<file path="config.mk">
export PLATFORM = sky130hd
export DESIGN_NAME = and_op_arbiter
export DESIGN_NICKNAME = d
export VERILOG_FILES = /design/src/rtl/and_op_arbiter_pkg.sv /design/src/rtl/and_op_datapath.sv /design/src/rtl/and_op_arbiter.sv
export SDC_FILE = /design/constraint.sdc
export NUM_CORES = 1
export LEC_CHECK = 0
export BUFFER_PORTS_ARGS = -buffer_cell sky130_fd_sc_hd__buf_2
export CAP_MARGIN = 5
export CORE_MARGIN = 2
export CORE_UTILIZATION = 47
export DETAILED_ROUTE_END_ITERATION = 6
export MAX_ROUTING_LAYER = met4
export PLACE_DENSITY = 0.84
export RECOVER_POWER = 100
export SLEW_MARGIN = 10
export SYNTH_ARGS = -nofsm -noshare
export SYNTH_HDL_FRONTEND = slang
export SYNTH_SLANG_ARGS = --single-unit
</file>
<file path="constraint.sdc">
create_clock -name clk -period 1.6 [get_ports clk]
set_input_delay 0.32 -clock clk [delete_from_list [all_inputs] [get_ports clk]]
set_output_delay 0.32 -clock clk [all_outputs]
set_load 0.03 [all_outputs]
</file>
<file path="src/rtl/and_op_arbiter_pkg.sv">
// Shared definitions for the two-requester AND arbiter.
//   state_e  : arbiter FSM states (IDLE, COMPUTE, RESP)
//   REQ_ID0/1: requester identifiers, also used as round-robin pointer values
package and_op_arbiter_pkg;

  typedef enum logic [1:0] {
    ST_IDLE    = 2'd0,
    ST_COMPUTE = 2'd1,
    ST_RESP    = 2'd2
  } state_e;

  localparam logic REQ_ID0 = 1'b0;
  localparam logic REQ_ID1 = 1'b1;

endpackage

</file>
<file path="src/rtl/and_op_datapath.sv">
// Shared compute resource: registered WIDTH-bit AND with load enable.
// Ports:
//   clk, reset : clock and synchronous active-high reset
//   load       : capture a & b into y on the next rising edge
//   clear      : return y to zero (takes priority over load)
//   a, b       : operands
//   y          : registered result
module and_op_datapath #(
  parameter int WIDTH = 8
) (
  input  logic             clk,
  input  logic             reset,
  input  logic             load,
  input  logic             clear,
  input  logic [WIDTH-1:0] a,
  input  logic [WIDTH-1:0] b,
  output logic [WIDTH-1:0] y
);

  logic [WIDTH-1:0] y_q, y_d;

  always_comb begin
    y_d = y_q;
    if (clear) begin
      y_d = '0;
    end else if (load) begin
      y_d = a & b;
    end
  end

  always_ff @(posedge clk) begin
    if (reset) begin
      y_q <= '0;
    end else begin
      y_q <= y_d;
    end
  end

  assign y = y_q;

endmodule

</file>
<file path="src/rtl/and_op_arbiter.sv">
// Round-robin arbiter between two requesters sharing one registered AND unit.
// One transaction in flight: IDLE (grant/accept) -> COMPUTE -> RESP (hold
// until consumer takes the result) -> IDLE.
// Ports:
//   clk, reset                      : clock, synchronous active-high reset
//   reqN_valid/reqN_a/reqN_b        : requester N operand pair
//   reqN_ready                      : requester N accepted when high with valid
//   rsp_valid/rsp_y/rsp_id          : result, y = a & b, id of served requester
//   rsp_ready                       : consumer accepts result
//   busy                            : high whenever not IDLE
//   grant_cnt0/grant_cnt1           : saturating per-requester accept counters,
//                                     present only with AND_OP_ARBITER_STATS_EN
module and_op_arbiter
  import and_op_arbiter_pkg::*;
#(
  parameter int WIDTH = 8
) (
  input  logic             clk,
  input  logic             reset,
  input  logic             req0_valid,
  input  logic [WIDTH-1:0] req0_a,
  input  logic [WIDTH-1:0] req0_b,
  output logic             req0_ready,
  input  logic             req1_valid,
  input  logic [WIDTH-1:0] req1_a,
  input  logic [WIDTH-1:0] req1_b,
  output logic             req1_ready,
  output logic             rsp_valid,
  output logic [WIDTH-1:0] rsp_y,
  output logic             rsp_id,
  input  logic             rsp_ready,
  output logic             busy
`ifdef AND_OP_ARBITER_STATS_EN
  ,
  output logic [7:0]       grant_cnt0,
  output logic [7:0]       grant_cnt1
`endif
);

  state_e           state_q, state_d;
  logic             ptr_q, ptr_d;
  logic [WIDTH-1:0] a_q, a_d;
  logic [WIDTH-1:0] b_q, b_d;
  logic             id_q, id_d;
  logic             rsp_id_q, rsp_id_d;

  logic grant0, grant1;
  logic accept0, accept1;
  logic rsp_hs;

  // A lone requester always wins; on contention the pointer decides.
  assign grant0 = req0_valid & (~req1_valid | (ptr_q == REQ_ID0));
  assign grant1 = req1_valid & (~req0_valid | (ptr_q == REQ_ID1));

  // Gated by reset so no handshake can be seen during the reset cycle.
  assign req0_ready = (state_q == ST_IDLE) & grant0 & ~reset;
  assign req1_ready = (state_q == ST_IDLE) & grant1 & ~reset;

  assign accept0 = req0_valid & req0_ready;
  assign accept1 = req1_valid & req1_ready;
  assign rsp_hs  = (state_q == ST_RESP) & rsp_ready;

  always_comb begin
    state_d  = state_q;
    ptr_d    = ptr_q;
    a_d      = a_q;
    b_d      = b_q;
    id_d     = id_q;
    rsp_id_d = rsp_id_q;
    case (state_q)
      ST_IDLE: begin
        if (accept0) begin
          a_d     = req0_a;
          b_d     = req0_b;
          id_d    = REQ_ID0;
          ptr_d   = REQ_ID1;
          state_d = ST_COMPUTE;
        end else if (accept1) begin
          a_d     = req1_a;
          b_d     = req1_b;
          id_d    = REQ_ID1;
          ptr_d   = REQ_ID0;
          state_d = ST_COMPUTE;
        end
      end
      ST_COMPUTE: begin
        rsp_id_d = id_q;
        state_d  = ST_RESP;
      end
      ST_RESP: begin
        if (rsp_ready) begin
          // Result fields return to their idle values once delivered.
          rsp_id_d = REQ_ID0;
          state_d  = ST_IDLE;
        end
      end
      default: state_d = ST_IDLE;
    endcase
  end

  always_ff @(posedge clk) begin
    if (reset) begin
      state_q  <= ST_IDLE;
      ptr_q    <= REQ_ID0;
      a_q      <= '0;
      b_q      <= '0;
      id_q     <= REQ_ID0;
      rsp_id_q <= REQ_ID0;
    end else begin
      state_q  <= state_d;
      ptr_q    <= ptr_d;
      a_q      <= a_d;
      b_q      <= b_d;
      id_q     <= id_d;
      rsp_id_q <= rsp_id_d;
    end
  end

  and_op_datapath #(
    .WIDTH(WIDTH)
  ) u_datapath (
    .clk  (clk),
    .reset(reset),
    .load (state_q == ST_COMPUTE),
    .clear(rsp_hs),
    .a    (a_q),
    .b    (b_q),
    .y    (rsp_y)
  );

  assign rsp_valid = (state_q == ST_RESP);
  assign rsp_id    = rsp_id_q;
  assign busy      = (state_q != ST_IDLE);

`ifdef AND_OP_ARBITER_STATS_EN
  logic [7:0] cnt0_q, cnt0_d;
  logic [7:0] cnt1_q, cnt1_d;

  always_comb begin
    cnt0_d = cnt0_q;
    cnt1_d = cnt1_q;
    if (accept0 && (cnt0_q != 8'hFF)) cnt0_d = cnt0_q + 8'd1;
    if (accept1 && (cnt1_q != 8'hFF)) cnt1_d = cnt1_q + 8'd1;
  end

  always_ff @(posedge clk) begin
    if (reset) begin
      cnt0_q <= 8'd0;
      cnt1_q <= 8'd0;
    end else begin
      cnt0_q <= cnt0_d;
      cnt1_q <= cnt1_d;
    end
  end

  assign grant_cnt0 = cnt0_q;
  assign grant_cnt1 = cnt1_q;
`endif

endmodule

</file>
After elaboration in Yosys (flattened, before gate mapping). Index checks and enable logic that the tools add are counted.

Bits of input ports: 37. Output and inout port bits: 13. Register bits: 29. Word-level logic and storage cells: 49.

Bitwise gates (word level): 16. Mux-type cells: 14. Equal/unequal tests: 4. Reduce and logical (&&, ||, !) cells: 8.

Operator list (number): two-way mux 8 bit (4); AND 1 bit (9); AND 8 bit (1); two-way mux 2 bit (3); case mux 2 bit (3 select lines) (1); AND reduction 2 bit (3); nonzero test 2 bit (3); two-way mux 1 bit (5); inverter 1 bit (4); != test 3 bit (second input constant) (1); == test 2 x 1 -> 1 bit (second input constant) (1); == test 2 bit (second input constant) (1); logical NOT 2 bit (1); != test 2 x 1 -> 1 bit (second input constant) (1); bitwise OR 1 bit (2); case mux 1 bit (2 select lines) (1); OR reduction 2 bit (1).

Depth between registers and ports, before layout. Gate-level depths: netlist of the first run.

Depth after elaboration: 9. Gate-level depth with buffers: 5. Depth with buffers taken out: 3.

By module. A second synthesis of the first run with hierarchy kept.

Cells, all modules: 143. Area total of the unflattened synthesis: 1411.4 um2.

By module, submodules not included: and_op_arbiter (sequential area each 420.4 um2, area an instance 1007.2 um2, cells an instance 108, times used 1); and_op_datapath (sequential area each 160.2 um2, area an instance 404.1 um2, cells an instance 35, times used 1).

Worst setup path before layout of the first run. No wires, ideal clock.

Path kind: register to output. From: register state_q[1]. To: output port req0_ready. Required time: 1.280 ns. Path buffers: 2. Stages on the path, launching flop included: 5. Data arrival time: 1.088 ns. Setup slack: 0.192 ns. Cells stage by stage: dfxtp_1 > nor3_2 > and3_1 > buf_4 > buf_6.

Cells in the longest elaborated chain, start to end: 3.

RTL lines: start: declaration (RTL line and_op_arbiter.sv:40) `state_e state_q, state_d;`; start signal: assignment (RTL line and_op_arbiter.sv:110) `state_q <= state_d;`; logical NOT 2 bit (RTL line and_op_arbiter.sv:56) `assign req0_ready = (state_q == ST_IDLE) & grant0 & ~reset;`; AND 1 bit (2 in series) (RTL line and_op_arbiter.sv:56); end: declaration (RTL line and_op_arbiter.sv:23) `output logic req0_ready,`.

No other way between the ends.

Final worst setup path of the first run. Ends and elaborated chain as after synthesis.

==> results by group, run 1 <==
Run status
  – Status: finished with violations
  – Failing checks: negative setup slack

Power
  – Clock Power Share: 0.282
  – Net Sw Frac: 0.284
  – Sequential share of power: 0.513
  – Internal: 0.00114 W
  – Net Sw Power: 0.000451 W
  – Design Power: 0.00159 W
  – Combinational Power Share: 0.205
  – LEAKAGE: 0.697 nW
  – Maximum vdd drop: 0.000601 V
  – Pwr dens: 957 nW/µm²

Floorplan
  – # IOs: 50
  – Row count: 18
  – Initial core utilization: 0.502
  – Chip height: 55.9 µm
  – Floorplan die area: 3130 µm²
  – Core Region: 2520 µm²
  – Horiz. Die Dim: 55.9 µm

Layout
  – Share of layout cells above drive strength 1: 0.335
  – Layout Nets: 234
  – Layout area overhead: 31.0%
  – Most frequent cells in the layout: buf_2 (37), dfxtp_1 (27), inv_1 (20)
  – Final Util: 0.658
  – N_diodes: 0
  – Commonest non-fill, non-tap cell in the layout: buf_2
  – Non-Filler Instances: 227

STA
  – Slew Limit Fails: 0
  – TNS Setup: -0.0121 ns
  – Tcrit/Tclk final: 1.01
  – Final min period: 1.61 ns
  – Slew HR: 0.392
  – Endpoints failing setup: 2
  – RSZ-0062 raised after global routing: true
  – Fmax: 0.622 GHz
  – Slew @ Worst Pin: 0.912 ns
  – Min Hold Slack: 0.215 ns
  – Clk_skew: 0.00636 ns
  – Setup ws final: -0.00842 ns
  – Final Hold Vio Count: 0

Clocking
  – Clock network latency to the later pin of the worst-skew pair: 0.32 ns
  – CTS tree: built
  – CTS root buffer: clkbuf_4
  – Total CTS buffers: 5
  – H-tree depth: 2
  – Clock sinks: 29
  – Clk buf depth: 2
  – Clk slew on worst S/H paths: 0.09 ns

Yosys
  – Syn_area_per_cell: 9.04 µm²
  – Seq cells post-synth: 29
  – Seq/Total Area, Yosys: 0.458
  – Synthesized Nets: 177
  – Synth warn: 0
  – Synth Cell Area: 1270 µm²
  – Netlist cell types: 30
  – Gate Count Post-Synth: 140

Routing
  – DRT Pass-1 Iters: 4
  – DR vias: 1268
  – DRC: 0
  – Drt wl/cell: 14.3 µm
  – Drt initial violations: 43
  – Final WL: 3.25 mm
  – Number of vias per cell: 5.59
  – Final ANT Viol Nets: 0

Global routing
  – Number of global-route vias before repair: 1226
  – Initial antenna violation count: 0
  – First-pass GRT wire length: 5.26 mm
  – GRT overflow: 0
  – Overall routing resource usage: 0.221
  – Largest net degree at the start of global routing: 22

Critical path
  – CP max-delay cell: dfxtp_4
  – Critical path required time: 1.28 ns
  – CP Capture Type: primary output
  – Path type of the worst setup path: reg2out
  – Crit path launch type: flip-flop
  – Worst R2R Setup Slack: 0.13 ns
  – Critical-path cell list: nor3_4, and3_4, buf_6
  – CP max stage delay: 0.37 ns
  – Worst-path fanout max: 6
  – Worst EP arrival: 1.29 ns

Place
  – Post-DP HPWL: 2.32 mm
  – Gp weighted congestion: 0.755
  – Placed Cells: 217
  – IO buf count: 49

Job
  – MaxCap Viol Count: 0

Worst hold path
  – Hold crit path type: in2reg
## final cells by class
type,count,area (µm²)
Timing Repair Buffer,61,343
Multi-Input combinational cell,80,561
Fill cell,224,863
Inverter,20,75.1
Clock buffer,7,55.1
Tap cell,30,37.5
Sequential cell,29,588
## critical path: cells and delay by family, from the launching register on
kind,cells,cell delay (ns)
flip-flops,1,0.37
buffers and inverters,1,0.13
AND/OR/NAND/NOR,2,0.47
## state kept, by name, summed over array words and instances, names as in the netlist
name	cells
ptr_q	1
u_datapath.y	8
rsp_id	1
state_q	2
b_q	8
a_q	8
id_q	1
## metal layers
layer,global-route usage,vias to the layer above,routed length (µm)
li1,-,622,-
met1,0.238,591,1280
met2,0.386,49,1720
met3,0.0698,6,216
met4,0.0748,0,35
met5,-,-,0
## metrics by stage
stage	instance area, µm²	setup WS, ns
after floorplan	1270	0.192
after global placement	1540	0.156
after detailed placement	1540	0.156
after CTS	1650	-0.0102
after global routing	1660	-0.0732
final	1660	-0.00842
## power by group through the flow
stage	logic (W)	registers, W	clock network, W
2_1_floorplan	0.000184	0.000830	0
3_3_place_gp	0.000289	0.000828	0
3_5_place_dp	0.000298	0.000830	0
4_1_cts	0.000318	0.000813	0.000455
5_1_grt	0.000355	0.000821	0.000492
6_report	0.000326	0.000814	0.000448
## cells by family (layout without fill, tap and decap cells)
group	count (synthesis)	after routing	share of synthesized area
buf+inv	31	88	0.117
simple gates	33	33	0.134
compound gates	47	47	0.291
flops	29	29	0.459
## what timing repair did
action / 4_1_cts / 5_1_grt
setup endpoints to repair: 2 / 4
hold buffers: 0 / 0
resized for setup: 9 / 7
endpoints found under the hold margin: 0 / 0
pin swaps: 3 / 3
setup buffers: 2 / 1
gates cloned: 0 / 0
## worst paths after layout
| check | start | to | depth (start not counted) |
|---|---|---|---|
| setup / recovery | state_q[1] | req0_ready | 3 |
| hold / removal | req1_a[1] | a_q[1] | 2 |
| hold reg to reg | u_datapath.y[3] | u_datapath.y[3] | 2 |
| setup reg to reg | ptr_q | b_q[0] | 5 |
## synth_stat cells (all sizes together)
master   count  area [µm²]
and3         2        12.5
buf          7        56.3
a21o         1        7.51
nor3         2        15.0
a2111oi      1        8.76
nand3        8        40.0
dfxtp       29         581
nand2b       2        12.5
clkbuf       4        16.3
o21ai        1        5.00
and2b        1        7.51
a31oi        2        12.5
nand2       10        37.5
a221o       15         150
and4         1        8.76
a31o         1        8.76
a21oi        9        45.0
a41oi        1        8.76
inv         20        75.1
and2         1        6.26
or2          1        6.26
a211oi      15         113
nor2         4        17.5
o31a         1        8.76
nor2b        1        6.26
(Power assumes the default switching activity.)
==> run 2, diff against run 1 <==
Settings changed: BUFFER_PORTS_ARGS -buffer_cell sky130_fd_sc_hd__buf_2 to default, CORE_UTILIZATION 47 to 60, DONT_BUFFER_PORTS from default to 1, PLACE_DENSITY 0.84 to 0.82.
==> run 2 against run 1 <==
Effect of this change:
- the flow still finishes with violations (negative setup slack)
- utilization grew 12 points
- first-iteration DRC count shrank 16%
- critical path depth is the same
- count of clock-buffer cells in the layout is the same
- sequential share of layout area grew 2.9 points
- design area shrank 7.5%
- sequential power grew 1%
- hold slack lost 0.17 ns
- largest cell class unchanged
==> results by group, run 2 (same netlist as run 1, synthesis figures left out) <==
Power
  – Design Power: 0.00159 W
  – Maximum vdd drop: 0.000757 V
  – Pwr dens: 1040 nW/µm²
  – LEAKAGE: 0.589 nW

Critical path
  – Worst EP arrival: 1.39 ns
  – R2R depth: 6
  – Worst R2R Setup Slack: 0.03 ns
  – R2r endpoint: b_q[3]
  – Path type of the worst setup path: reg2out
  – Worst-path fanout max: 7
  – R2R Path Start: state_q[1]
  – CP Capture Type: primary output
  – Crit path launch type: flip-flop
  – Critical path required time: 1.28 ns

Floorplan
  – Floorplan die area: 2490 µm²
  – # IOs: 50
  – Initial core utilization: 0.639
  – Chip height: 49.9 µm
  – Horiz. Die Dim: 49.9 µm
  – Row count: 16
  – Core Region: 1980 µm²

Routing
  – DR vias: 1184
  – Top Layer Used: met4
  – DRC: 0
  – Drt initial violations: 36
  – DRT Pass-1 Iters: 4
  – Met2 wire length: 1.64 mm
  – Met3 Routed Length: 294 µm
  – Number of vias per cell: 6.51
  – Drt wl/cell: 18.8 µm
  – Final WL: 3.42 mm
  – Final ANT Viol Nets: 0
  – WL met1: 1.40 mm

STA
  – Final Hold Vio Count: 0
  – Endpoints failing setup: 2
  – Slew Limit Fails: 0
  – Fmax: 0.586 GHz
  – Clk_skew: 0.00748 ns
  – Final min period: 1.71 ns
  – Setup ws final: -0.107 ns
  – Slew HR: 0.760
  – Slew @ Worst Pin: 0.351 ns
  – Tcrit/Tclk final: 1.07
  – Min Hold Slack: 0.0477 ns
  – RSZ-0062 raised after global routing: true

Place
  – Placed Cells: 164
  – Gp weighted congestion: 0.824
  – Post-DP HPWL: 1.95 mm
  – IO buf count: 0

Layout
  – Non-Filler Instances: 182
  – Most frequent cells in the layout: dfxtp_1 (27), inv_1 (20), a211oi_1 (15), a221o_1 (15), buf_4 (14)
  – Commonest non-fill, non-tap cell in the layout: dfxtp_1
  – Layout area overhead: 21.2%
  – N_diodes: 0
  – Final Util: 0.775
  – Layout Nets: 192
  – Share of layout cells above drive strength 1: 0.219

Global routing
  – First-pass GRT wire length: 5.39 mm
  – Initial antenna violation count: 0
  – Overall routing resource usage: 0.303
  – Number of global-route vias before repair: 1153
  – GRT overflow: 0
  – Largest net degree at the start of global routing: 23

Run status
  – Failing checks: negative setup slack
  – Status: finished with violations

Worst hold path
  – Hold wc startpoint: reset
  – Hold crit path type: in2reg
  – Worst hold endpoint: state_q[1]
  – Hold Crit Depth: 1

Clocking
  – Clock sinks: 29
  – H-tree depth: 2
  – CTS root buffer: clkbuf_4
  – Clk buf depth: 2
  – CTS tree: built
  – Total CTS buffers: 5
  – Clk slew on worst S/H paths: 0.09 ns
  – Clock network latency to the later pin of the worst-skew pair: 0.32 ns

Job
  – MaxCap Viol Count: 0
run 2: metrics by stage:
| step | worst slack (ns) | TNS (ns) | cell area, µm² |
|---|---|---|---|
| global route | -0.183 | -0.462 | 1540 |
| floorplan | 0.192 | 0 | 1270 |
| detailed placement | 0.129 | 0 | 1310 |
| global placement | 0.166 | 0 | 1310 |
| CTS | -0.0437 | -0.0856 | 1490 |
| finish | -0.107 | -0.212 | 1540 |
run 2: layout make-up:
cell class | instances | area [µm²]
timing repair buffer | 19 | 221
tap | 27 | 33.8
clock buffer | 7 | 55.1
fill | 131 | 447
inverter | 20 | 75.1
multi-input combinational | 80 | 562
sequential | 29 | 588
run 2: what timing repair did:
item | in CTS | in global routing
pin swaps | 3 | 2
buffers inserted | 4 | 5
resized for setup | 7 | 3
hold buffers | 0 | 0
gates cloned | 2 | 0
endpoints found under the setup margin | 3 | 10
endpoints found under the hold margin | 0 | 0
run 2: where the power goes:
part	switching, W	total (W)	leakage, nW	internal, W
sequential	0.0000438	0.000823	0.239	0.000779
clock	0.000245	0.000452	0.0314	0.000207
combinational	0.000157	0.000319	0.319	0.000163
total	0.000445	0.00159	0.589	0.00115
run 2: routing by layer:
metal / GRT usage / up-vias
met5: - / -
met4: 0.116 / 0
met3: 0.103 / 11
met2: 0.478 / 69
met1: 0.356 / 562
li1: - / 542
run 2: worst max path at each step:
stage          startpoint          to  slack [ns]  cells after the start
6_report       state_q[1]  req0_ready       -0.11                      3
5_1_grt        state_q[1]  req1_ready       -0.18                      3
3_5_place_dp   state_q[1]  req1_ready        0.13                      3
4_1_cts        state_q[0]  req0_ready       -0.04                      3
3_3_place_gp   state_q[1]  req1_ready        0.17                      3
2_1_floorplan  state_q[1]  req0_ready        0.19                      4
run 2: critical path, stage by stage, from the launching register on:
cell,delay (ns)
dfxtp_4,0.38
nor3_4,0.28
and3_4,0.26
buf_12,0.14
